`config.mk`:
```
export PLATFORM = sky130hd
export DESIGN_NAME = led_fade_pwm
export DESIGN_NICKNAME = d
export VERILOG_FILES = /design/src/rtl/led_fade_pwm.sv
export SDC_FILE = /design/constraint.sdc
export NUM_CORES = 1
export LEC_CHECK = 0
export CAP_MARGIN = 0
export CORE_ASPECT_RATIO = 0.9
export CORE_UTILIZATION = 50
export DETAILED_ROUTE_END_ITERATION = 8
export PLACE_DENSITY_LB_ADDON = 0.12
export SLEW_MARGIN = 0
export SYNTH_ARGS = -nofsm -noshare
export SYNTH_HDL_FRONTEND = slang
export SYNTH_SLANG_ARGS = --single-unit
```
`constraint.sdc`:
```
create_clock -name clk -period 4 [get_ports clk]
set_input_delay 0.8 -clock clk [delete_from_list [all_inputs] [get_ports clk]]
set_output_delay 0.8 -clock clk [all_outputs]
set_load 0.01 [all_outputs]
```
`src/rtl/led_fade_pwm.sv`:
```
// LED fade stage: turns a 1-bit on/off request into a PWM LED drive.
// The brightness ramps one LSB per STEP_CYCLES clocks toward full on or full off.
module led_fade_pwm #(
  parameter int unsigned PWM_BITS    = 8,
  parameter int unsigned STEP_CYCLES = 98039
) (
  input  logic                clk,
  input  logic                rst_n,
  input  logic                led_req,
  output logic                led,
  output logic [PWM_BITS-1:0] duty,
  output logic                busy
);

  localparam logic [PWM_BITS-1:0] MAX = '1;
  localparam logic [PWM_BITS-1:0] MAX_M1 = MAX - 1'b1;
  // Keep the prescaler at least one bit wide when STEP_CYCLES is 1.
  localparam int unsigned STEP_W = (STEP_CYCLES > 1) ? $clog2(STEP_CYCLES) : 1;
  localparam logic [STEP_W-1:0] STEP_LAST = STEP_W'(STEP_CYCLES - 1);

  typedef enum logic [1:0] {
    StOff,
    StUp,
    StOn,
    StDown
  } state_e;

  state_e              state_q;
  logic                req_meta;
  logic                req_s;
  logic [PWM_BITS-1:0] pwm_cnt;
  logic [STEP_W-1:0]   step_cnt;
  logic                tick;

  // Two-flop synchronizer for the (possibly asynchronous) request level.
  always_ff @(posedge clk or negedge rst_n) begin
    if (!rst_n) begin
      req_meta <= 1'b0;
      req_s    <= 1'b0;
    end else begin
      req_meta <= led_req;
      req_s    <= req_meta;
    end
  end

  // Free-running PWM counter; it wraps from MAX back to 0 on overflow.
  always_ff @(posedge clk or negedge rst_n) begin
    if (!rst_n) begin
      pwm_cnt <= '0;
    end else begin
      pwm_cnt <= pwm_cnt + 1'b1;
    end
  end

  // Registered LED drive; the MAX term keeps full brightness glitch-free.
  always_ff @(posedge clk or negedge rst_n) begin
    if (!rst_n) begin
      led <= 1'b0;
    end else begin
      led <= (duty == MAX) | (pwm_cnt < duty);
    end
  end

  assign tick = (step_cnt == STEP_LAST);

  // Ramp FSM; it also owns duty, busy and the step prescaler.
  // A request reversal wins over a step tick in the same cycle.
  always_ff @(posedge clk or negedge rst_n) begin
    if (!rst_n) begin
      state_q  <= StOff;
      duty     <= '0;
      busy     <= 1'b0;
      step_cnt <= '0;
    end else begin
      case (state_q)
        StOff: begin
          duty     <= '0;
          step_cnt <= '0;
          if (req_s) begin
            state_q <= StUp;
            busy    <= 1'b1;
          end
        end
        StUp: begin
          if (!req_s) begin
            state_q  <= StDown;
            step_cnt <= '0;
          end else if (duty == MAX) begin
            state_q  <= StOn;
            busy     <= 1'b0;
            step_cnt <= '0;
          end else if (tick) begin
            duty     <= duty + 1'b1;
            step_cnt <= '0;
            // Reaching full brightness ends the ramp on the same edge.
            if (duty == MAX_M1) begin
              state_q <= StOn;
              busy    <= 1'b0;
            end
          end else begin
            step_cnt <= step_cnt + 1'b1;
          end
        end
        StOn: begin
          duty     <= MAX;
          step_cnt <= '0;
          if (!req_s) begin
            state_q <= StDown;
            busy    <= 1'b1;
          end
        end
        StDown: begin
          if (req_s) begin
            state_q  <= StUp;
            step_cnt <= '0;
          end else if (duty == '0) begin
            state_q  <= StOff;
            busy     <= 1'b0;
            step_cnt <= '0;
          end else if (tick) begin
            duty     <= duty - 1'b1;
            step_cnt <= '0;
            if (duty == {{(PWM_BITS-1){1'b0}}, 1'b1}) begin
              state_q <= StOff;
              busy    <= 1'b0;
            end
          end else begin
            step_cnt <= step_cnt + 1'b1;
          end
        end
        default: begin
          state_q  <= StOff;
          duty     <= '0;
          busy     <= 1'b0;
          step_cnt <= '0;
        end
      endcase
    end
  end

endmodule

```
==> results_dict.tcl <==
set metrics [dict create \
    path_cells "ha_1 -> nand2b_1 -> o21ba_1 -> a41o_2 -> a31oi_4 -> nor4_1 -> a211o_1" \
    grt_pass1_vias 1731 \
    cts_setup_buffers 0 \
    r2r_slack_ps 1600 \
    cp.required_ps 4180 \
    setup_viol 0 \
    core.rowCount 23 \
    p_switching_mw 0.710 \
    hp-class "reg2reg" \
    ctsHoldBuffers 0 \
    async_flop_share_pct 100 \
    worstSkewPairLatency_ps 290 \
    p_int_mw 1.03 \
    hold_viol 0 \
    drive_above_1_share_pct 7.98 \
    layout.nets 284 \
    gp_congestion 0.851 \
    cts_tree "done" \
    synth.distinct_cells 48 \
    hold_depth 0 \
    yosysMostFrequentCell "dfrtp_1" \
    port_buffers 12 \
    first_iter_violations 81 \
    start_util_pct 53.1 \
    cp-end-kind "flop" \
    drt_pass1_iterations 4 \
    synth-main-ff-cell "dfrtp_1" \
    placed_cell_area_sq_um 2560 \
    die-area_sq_um 5110 \
    antenna_cells 0 \
    cts_resized 0 \
    layout_min_cycle_time_ps 2400 \
    skew_ps 4.66 \
    synth-seq-cells 39 \
    worstSetupPathType "reg2reg" \
    worstHoldStart "req_meta$_DFF_PN0_" \
    cp_num_buf_inv 0 \
    clockRootBuffer "clkbuf_8" \
    post-route-period-util_pct 60.0 \
    cpPeakStageDelay_ps 460 \
    yosys_warnings 0 \
    via_count 1788 \
    crit_path_top_delay_cell "ha_1" \
    synth_edf_count 0 \
    fill_cells 421 \
    grt_first_pass_wirelength_microns 8310 \
    crit_fanout 17 \
    h-tree-depth 2 \
    maxSlewHeadroom_pct 42.8 \
    dp_slack_ps 1600 \
    hold_path_end "req_s$_DFF_PN0_" \
    num_io_pins 13 \
    worstMarginPinSlew_ps 858 \
    ir_drop_uv 492 \
    worstPathArrival_ps 2580 \
    finalMaxSlewViolations 0 \
    antenna_found_initial 0 \
    fin_hold_ws_ps 361 \
    grtUsageMet1_pct 32.7 \
    outcome "finished, final reports clean" \
    synthCells 254 \
    cp-start-kind "flop" \
    fp.dieW_microns 75.2 \
    rr_startpoint "state_q[0]$_DFFE_PN0P_" \
    post-synth-top-area-cell "dfrtp_1" \
    wl_per_cell_microns 14.7 \
    clockBufferDepth 2 \
    p_sw_share_pct 40.8 \
    rsz0062_at_grt "no" \
    r2r_end "duty[4]$_DFFE_PN0P_" \
    avgSynthCellArea_sq_um 9.50 \
    comb_power_share_pct 47.6 \
    setup-tns-final_ps 0 \
    clock.fmax_mhz 417 \
    grtUsageMet2_pct 31.8 \
    gr-max-usage-layer "met1" \
    p_clk_share_pct 19.7 \
    area_delta_synth_final_pct 10.8 \
    seqPwrFrac_pct 32.7 \
    grt_overflow 0 \
    maxCapViolCount 0 \
    ant_nets 0 \
    die_h_microns 67.9 \
    hpwl_microns 3360 \
    core_area_sq_um 4550 \
    synth_top_area_share_pct 40.5 \
    cp_top_family "compound AO/OA/AOI/OAI gates" \
    static-leakage-power_nw 1.12 \
    grt_usage_pct 22.2 \
    ys_seq_area_share_pct 40.5 \
    via_per_inst 5.50 \
    drc 0 \
    synth.net_count 276 \
    pwr_density_cell_nw_per_um2 650 \
    grt_max_degree 40 \
    cts_buffers 5 \
    path_clk_slew_ps 80 \
    worstSetupStartpoint "state_q[0]$_DFFE_PN0P_" \
    wirelength_microns 4780 \
    syn_area_sq_um 2410 \
    clock-sinks 39 \
    synthTopCellsByCount "dfrtp_1, nor2_1, ha_1" \
    timing.final.ws_setup_ps 1600 \
    ys_top_cells_by_area "dfrtp_1, ha_1, xnor2_1, nor2_1, xor2_1" \
    fin_area_sq_um 2670 \
    ff2ff_path_depth 7 \
    grtUsageMet3_pct 4.71 \
]
==> cells by family (layout without fill, tap and decap cells) <==
group	Yosys count	in the layout	synth area share (%)
AOI/OAI and AO/OA	53	53	16.9
xor gates and xnor gates	22	22	7.99
adders and majority gates	19	19	9.85
buffers and inverters	29	38	4.82
DFF	39	39	40.5
muxes	2	2	1.04
and+or+nand+nor	90	90	19.0
==> layer usage <==
layer | up-vias | share of wire [%]
met5 | - | 0
met4 | 0 | 1.5
met3 | 8 | 3.7
met2 | 28 | 41
met1 | 829 | 54
li1 | 923 | -
==> per-stage QoR <==
stage          instances  util, %  power [mW]
2_1_floorplan        254        -        1.17
3_3_place_gp         317     56.2        1.39
3_5_place_dp         317     56.2        1.40
4_1_cts              325     58.8        1.75
5_1_grt              325     58.8        1.88
6_report             325     58.8        1.74
==> layout make-up <==
type	instances	area [sq um]	area share [%]
Clock buffer	6	82.6	3.09
Clock inverter	2	35.0	1.31
Inverter	18	67.6	2.53
Multi-Input combinational cell	186	1320	49.4
Sequential cell	39	976	36.5
Tap cell	62	77.6	2.90
Timing Repair Buffer	12	115	4.31
==> sequential cells by signal, summed over array words and instances, names as in the netlist <==
signal and flops:
busy 1, duty 8, led 1, pwm_cnt 8, req_meta 1, req_s 1, state_q 2, step_cnt 17
==> power groups by stage <==
stage / Clock [mW] / Combinational, mW / Sequential [mW]
final: 0.342 / 0.828 / 0.569
after global routing: 0.372 / 0.927 / 0.585
after floorplan: 0 / 0.620 / 0.552
after detailed placement: 0 / 0.825 / 0.575
after global placement: 0 / 0.820 / 0.574
after CTS: 0.356 / 0.830 / 0.568
==> cell usage in the layout (no fill, tap or decap), types with 2 or more instances in the layout <==
| master | n |
|---|---|
| ha_1 | 19 |
| xnor2_1 | 13 |
| xor2_1 | 9 |
| nand3_1 | 15 |
| dfrtp_1 | 39 |
| a31oi_4 | 2 |
| o21ai_0 | 10 |
| nand2_1 | 17 |
| nand4_1 | 6 |
| nor3_1 | 8 |
| clkbuf_8 | 6 |
| and3_1 | 2 |
| nor2_1 | 25 |
| or3b_2 | 3 |
| clkdlybuf4s50_1 | 11 |
| a211oi_1 | 2 |
| nor4_1 | 2 |
| nand2b_1 | 3 |
| o22ai_1 | 2 |
| or3_1 | 3 |
| a21oi_1 | 10 |
| o31ai_1 | 8 |
| a21boi_0 | 2 |
| a221oi_1 | 2 |
| inv_1 | 18 |
| a21o_1 | 2 |
==> worst max path at each step <==
stage / end / slack [ps] / depth (start not counted)
2_1_floorplan: duty[4]$_DFFE_PN0P_ / 2000 / 7
3_3_place_gp: duty[4]$_DFFE_PN0P_ / 1710 / 7
3_5_place_dp: duty[4]$_DFFE_PN0P_ / 1600 / 7
4_1_cts: duty[4]$_DFFE_PN0P_ / 1590 / 7
5_1_grt: duty[4]$_DFFE_PN0P_ / 1430 / 7
6_report: duty[4]$_DFFE_PN0P_ / 1600 / 7
(Power assumes the default switching activity.)
